## src/rtl/rev_cascade_engine.sv

```systemverilog
// rev_cascade_engine: programmable cascade of up to eight reversible gates
// acting on three lines (din[2]=c_in, din[1]=i_1, din[0]=i_2). Gates are
// applied one per clock, in forward order (compute) or reverse order
// (uncompute). The FSM runs IDLE -> RUN -> DONE -> IDLE. The done pulse is
// raised on the DONE->IDLE edge, which puts it len+1 edges after the start
// edge. busy stays high through that pulse.
// Optional feature: define REV_GATE_COUNT_EN to add the gate_cnt[7:0] output,
// a saturating count of all gates executed since reset.

module rev_cascade_engine (
    input  logic       clk,
    input  logic       rst,
    input  logic       prog_we,
    input  logic [2:0] prog_addr,
    input  logic [5:0] prog_data,
    input  logic [3:0] prog_len,
    input  logic       start,
    input  logic       dir,
    input  logic [2:0] din,
    output logic [2:0] dout,
    output logic       busy,
    output logic       done,
`ifdef REV_GATE_COUNT_EN
    output logic       err,
    output logic [7:0] gate_cnt
`else
    output logic       err
`endif
);

    typedef enum logic [1:0] {
        OP_NOT  = 2'b00,
        OP_CNOT = 2'b01,
        OP_TOFF = 2'b10,
        OP_FRED = 2'b11
    } op_t;

    typedef enum logic [1:0] {
        S_IDLE = 2'b00,
        S_RUN  = 2'b01,
        S_DONE = 2'b10
    } state_t;

    state_t     r_state;
    logic [5:0] r_prog [8];
    logic [2:0] r_idx;
    logic [3:0] r_left;
    logic       r_dir;

    logic [3:0] w_len;
    logic [5:0] w_gate;
    op_t        w_op;
    logic [1:0] w_t;
    logic [1:0] w_c;
    logic       w_cbit;
    logic [2:0] w_tmask;
    logic [2:0] w_others;
    logic [2:0] w_swapped;
    logic [2:0] w_next;
    logic       w_invalid;
    logic [2:0] w_result;

    // Cascade length is clamped to the eight available slots.
    always_comb begin
        w_len = (prog_len > 4'd8) ? 4'd8 : prog_len;
    end

    // Decode the current gate word and compute the new line values; an
    // invalid gate (any index of 3, or CNOT targeting its own control)
    // leaves the lines untouched.
    always_comb begin
        w_gate  = r_prog[r_idx];
        w_op    = op_t'(w_gate[5:4]);
        w_t     = w_gate[3:2];
        w_c     = w_gate[1:0];

        w_invalid = (w_t == 2'd3) || (w_c == 2'd3) ||
                    ((w_op == OP_CNOT) && (w_t == w_c));

        case (w_t)
            2'd0:    w_tmask = 3'b001;
            2'd1:    w_tmask = 3'b010;
            2'd2:    w_tmask = 3'b100;
            default: w_tmask = 3'b000;
        endcase
        w_others = ~w_tmask;

        case (w_c)
            2'd0:    w_cbit = dout[0];
            2'd1:    w_cbit = dout[1];
            2'd2:    w_cbit = dout[2];
            default: w_cbit = 1'b0;
        endcase

        case (w_c)
            2'd0:    w_swapped = {dout[1], dout[2], dout[0]};
            2'd1:    w_swapped = {dout[0], dout[1], dout[2]};
            2'd2:    w_swapped = {dout[2], dout[0], dout[1]};
            default: w_swapped = dout;
        endcase

        w_next = dout;
        case (w_op)
            OP_NOT:  w_next = dout ^ w_tmask;
            OP_CNOT: if (w_cbit) w_next = dout ^ w_tmask;
            OP_TOFF: if ((dout & w_others) == w_others) w_next = dout ^ w_tmask;
            OP_FRED: if (w_cbit) w_next = w_swapped;
            default: w_next = dout;
        endcase

        w_result = w_invalid ? dout : w_next;
    end

    // Main FSM with registered outputs; the program store is only writable
    // in an idle, non-busy cycle so it stays frozen for the whole run.
    always_ff @(posedge clk or posedge rst) begin
        if (rst) begin
            r_state <= S_IDLE;
            r_idx   <= 3'd0;
            r_left  <= 4'd0;
            r_dir   <= 1'b0;
            dout    <= 3'd0;
            busy    <= 1'b0;
            done    <= 1'b0;
            err     <= 1'b0;
            for (int i = 0; i < 8; i++) begin
                r_prog[i] <= 6'b000000;
            end
        end else begin
            case (r_state)
                S_IDLE: begin
                    if (busy) begin
                        busy <= 1'b0;
                        done <= 1'b0;
                    end else begin
                        if (prog_we) begin
                            r_prog[prog_addr] <= prog_data;
                        end
                        if (start) begin
                            dout    <= din;
                            err     <= 1'b0;
                            r_dir   <= dir;
                            busy    <= 1'b1;
                            r_left  <= w_len;
                            r_idx   <= dir ? (w_len[2:0] - 3'd1) : 3'd0;
                            r_state <= (w_len == 4'd0) ? S_DONE : S_RUN;
                        end
                    end
                end
                S_RUN: begin
                    dout   <= w_result;
                    if (w_invalid) begin
                        err <= 1'b1;
                    end
                    r_left <= r_left - 4'd1;
                    r_idx  <= r_dir ? (r_idx - 3'd1) : (r_idx + 3'd1);
                    if (r_left == 4'd1) begin
                        r_state <= S_DONE;
                    end
                end
                S_DONE: begin
                    done    <= 1'b1;
                    r_state <= S_IDLE;
                end
                default: begin
                    r_state <= S_IDLE;
                end
            endcase
        end
    end

`ifdef REV_GATE_COUNT_EN
    // Saturating count of every gate executed, valid or not.
    always_ff @(posedge clk or posedge rst) begin
        if (rst) begin
            gate_cnt <= 8'd0;
        end else if ((r_state == S_RUN) && (gate_cnt != 8'hFF)) begin
            gate_cnt <= gate_cnt + 8'd1;
        end
    end
`endif

endmodule

```

## config.mk

```make
export PLATFORM = sky130hd
export DESIGN_NAME = rev_cascade_engine
export DESIGN_NICKNAME = d
export VERILOG_FILES = /design/src/rtl/rev_cascade_engine.sv
export SDC_FILE = /design/constraint.sdc
export NUM_CORES = 1
export LEC_CHECK = 0
export CORE_MARGIN = 2
export CORE_UTILIZATION = 61
export CTS_BUF_LIST = sky130_fd_sc_hd__clkbuf_4 sky130_fd_sc_hd__clkbuf_8
export CTS_CLUSTER_SIZE = 10
export DETAILED_ROUTE_END_ITERATION = 8
export GPL_TIMING_DRIVEN = 1
export HOLD_SLACK_MARGIN = 0.15
export PLACE_DENSITY_LB_ADDON = 0.05
export SYNTH_ARGS = -nofsm -noshare
export SYNTH_HDL_FRONTEND = slang
export SYNTH_SLANG_ARGS = --single-unit
```

## constraint.sdc

```tcl
create_clock -name clk -period 3.2 [get_ports clk]
set_input_delay 0.32 -clock clk [delete_from_list [all_inputs] [get_ports clk]]
set_output_delay 0.32 -clock clk [all_outputs]
set_load 0.01 [all_outputs]
```

==> summary.txt <==
Synthesis
  – Register area share after synthesis: 45.1%
  – Synth unique cells: 46
  – Average cell area after synthesis: 12.3 um2
  – Cell taking the most area after synthesis: dfrtp_1
  – Warnings, synthesis: 0
  – Post-synth EDFFs: 0
  – Asr flop ratio synth: 100%
  – Most frequent cells after synthesis: dfrtp_1 (64), mux2_1 (51), nor2_1 (16)
  – Synthesized cell area: 3550 um2
  – Syn nets: 322
  – Ys flop type: dfrtp_1
  – Post-synthesis cell count: 289
  – Most frequent cell after synthesis: dfrtp_1
  – Post-synth top area share: 45.1%
  – Post-synthesis register bit count: 64
  – Top post-synthesis cells by area: dfrtp_1 (45%), mux2_1 (16%), mux4_2 (7.6%)

Final layout
  – Final instance area: 4120 um2
  – Final core occ: 73.9%
  – ANT cells: 0
  – Share of cells above drive strength 1: 15.6%
  – NumNets Final: 356
  – Area Overhead vs Synth: 16.0%

Placement
  – Estimated wirelength of the detail-placed design: 5.45 mm
  – IO Port Bufs: 26
  – Dpl cell area: 3900 um2
  – Placer Congestion: 0.908

Run status
  – Status: finished clean

Floorplanning
  – Starting density of the core: 63.7%
  – Die ar.: 6450 um2
  – Chip Width: 80.3 um
  – Core ar.: 5570 um2
  – Boundary Pins: 27
  – Row count: 27
  – Die height: 80.3 um

Detailed routing
  – Iter 0 DRT Violations: 152
  – Wire length per cell: 18.5 um
  – Via/cell ratio: 6.13
  – Final WL: 7.39 mm
  – Remaining DRCs: 0
  – Via Count: 2447
  – Final ANT Viol Nets: 0
  – Drt first pass iters: 4

Worst setup path
  – Worst-path fanout max: 11
  – Reg2reg path depth: 10
  – Bufs and invs on worst path: 2
  – Reg2reg start: r_idx[0]
  – CP arrival: 3.14 ns
  – Crit path cell chain: buf_4 > mux4_2 > mux2i_4 > inv_1 > ha_1 > a22o_1 > a2111oi_2 > a211oi_2 > nand4_1 > mux2_1
  – R2R setup slack: 0.28 ns
  – Worst Setup End Kind: flop
  – R2r endpoint: dout[1]
  – Worst Path Required: 3.42 ns
  – Startpoint types: flop
  – Worst setup path category: flop to flop
  – Worst path max stage delay: 0.56 ns
  – CP Launch Point: r_idx[0]
  – Worst path slowest cell: mux4_2
  – CP delay by family, top: multiplexers

Global route
  – Most Crowded Layer GR: met2
  – GR Layer Usage met2: 40.2%
  – Pin count of the biggest net entering global routing: 32
  – Total GRT Usage: 26.0%
  – Grt ovf: 0
  – First-pass GRT wire length: 12.4 mm
  – Met1 usage: 37.0%
  – Initial antenna violation count: 0
  – Vias in the first global route: 2435
  – Met3 GRT Util: 4.72%

Clocking
  – Clk Latency, worst-skew pair: 0.34 ns
  – Clk sinks: 64
  – CTS tree: done
  – Hold-fix buffer count after cts: 0
  – Clk slew on worst S/H paths: 0.08 ns
  – Root Driver: clkbuf_8
  – Max Root-Sink Buffers: 2
  – CTS resizes: 0
  – Num CTS Buffers: 9
  – Post-CTS setup buffers: 0
  – H-tree lvl count: 3

STA
  – Final Skew: 0.0132 ns
  – Worst-margin pin slew: 0.738 ns
  – Post-Route Setup TNS: 0 ns
  – Rel. slew slack: 50.6%
  – Endpoints failing hold: 0
  – Achievable Freq: 343 MHz
  – Crit share post-route: 91.2%
  – Final setup violation count: 0
  – Post-layout min period: 2.92 ns
  – RSZ-0062 raised after global routing: false
  – Final Slew Violations: 0

Worst hold path
  – Hold/Removal Path Class: primary input to async pin

Power and ir drop
  – Pwr per Cell Area: 1110 nW/um2
  – Worst IR Drop VDD: 0.656 mV
  – Leakage: 1.80 nW

Run
  – Max Cap Violations: 0
[registers in the layout (all words and copies together) (netlist names)]
name / count
r_prog: 48
r_left: 4
dout: 3
r_idx: 3
r_state: 2
busy: 1
done: 1
err: 1
r_dir: 1
[report_power, final]
part / internal (mW) / switching [mW] / total, mW
clock: 0.484 / 0.301 / 0.786
combinational: 1.14 / 1.16 / 2.30
sequential: 1.19 / 0.285 / 1.48
[kinds of logic (layout without fill, tap and decap cells)]
kind of cell | Yosys count | after routing | synth area share, %
buf+inv | 27 | 65 | 3.42
mux | 77 | 77 | 28.7
flops | 64 | 64 | 45.1
compound gates | 42 | 42 | 8.07
xor+xnor | 4 | 4 | 0.986
fa+ha+maj | 12 | 12 | 4.44
simple gates | 63 | 63 | 9.33
[placed cells by master (no fill, tap or decap), drive strengths merged]
| cell type | count |
|---|---|
| a2111oi | 1 |
| a211oi | 3 |
| a21oi | 7 |
| a22o | 1 |
| a22oi | 4 |
| and2 | 1 |
| and3 | 1 |
| buf | 7 |
| bufinv | 2 |
| clkbuf | 12 |
| clkdlybuf4s50 | 26 |
| clkinv | 1 |
| dfrtp | 64 |
| fa | 1 |
| ha | 11 |
| inv | 17 |
| mux2 | 52 |
| mux2i | 13 |
| mux4 | 12 |
| nand2 | 15 |
| nand2b | 4 |
| nand3 | 6 |
| nand3b | 3 |
| nand4 | 5 |
| nor2 | 16 |
| nor2b | 3 |
| nor3 | 6 |
| nor3b | 2 |
| nor4b | 1 |
| o211ai | 3 |
| o21ai | 16 |
| o221ai | 1 |
| o22ai | 2 |
| o31ai | 3 |
| o32a | 1 |
| xnor2 | 3 |
| xor2 | 1 |
[through the flow]
step	std cells	power, mW	hold WS, ns	setup slack (ns)
2_1_floorplan	289	3.23	0.437	0.447
3_3_place_gp	384	3.71	0.464	0.403
3_5_place_dp	384	3.77	0.475	0.317
4_1_cts	399	4.57	0.404	0.303
5_1_grt	399	4.91	0.448	0.149
6_report	399	4.57	0.380	0.283
[final cells by class]
class / count / area (um2)
clock buffers: 12 / 159
clock inverters: 3 / 65.1
fillers: 411 / 1450
inverters: 17 / 63.8
multi-input cells: 198 / 1830
flip-flops and latches: 64 / 1600
well taps: 72 / 90.1
repair buffers: 33 / 313
[per-layer routing]
| metal | part of all wire [%] | vias up |
|---|---|---|
| met5 | 0 | - |
| met4 | 0.93 | 0 |
| met3 | 4.8 | 8 |
| met2 | 47 | 69 |
| met1 | 48 | 1242 |
| li1 | - | 1128 |
[worst max path at each step]
stage | endpoint | cells past startpoint
floorplan | dout[2] | 11
global placement | dout[1] | 10
detailed placement | dout[1] | 10
CTS | dout[2] | 10
global route | dout[0] | 10
finish | dout[1] | 10
Power figures use the tool's default switching activity.
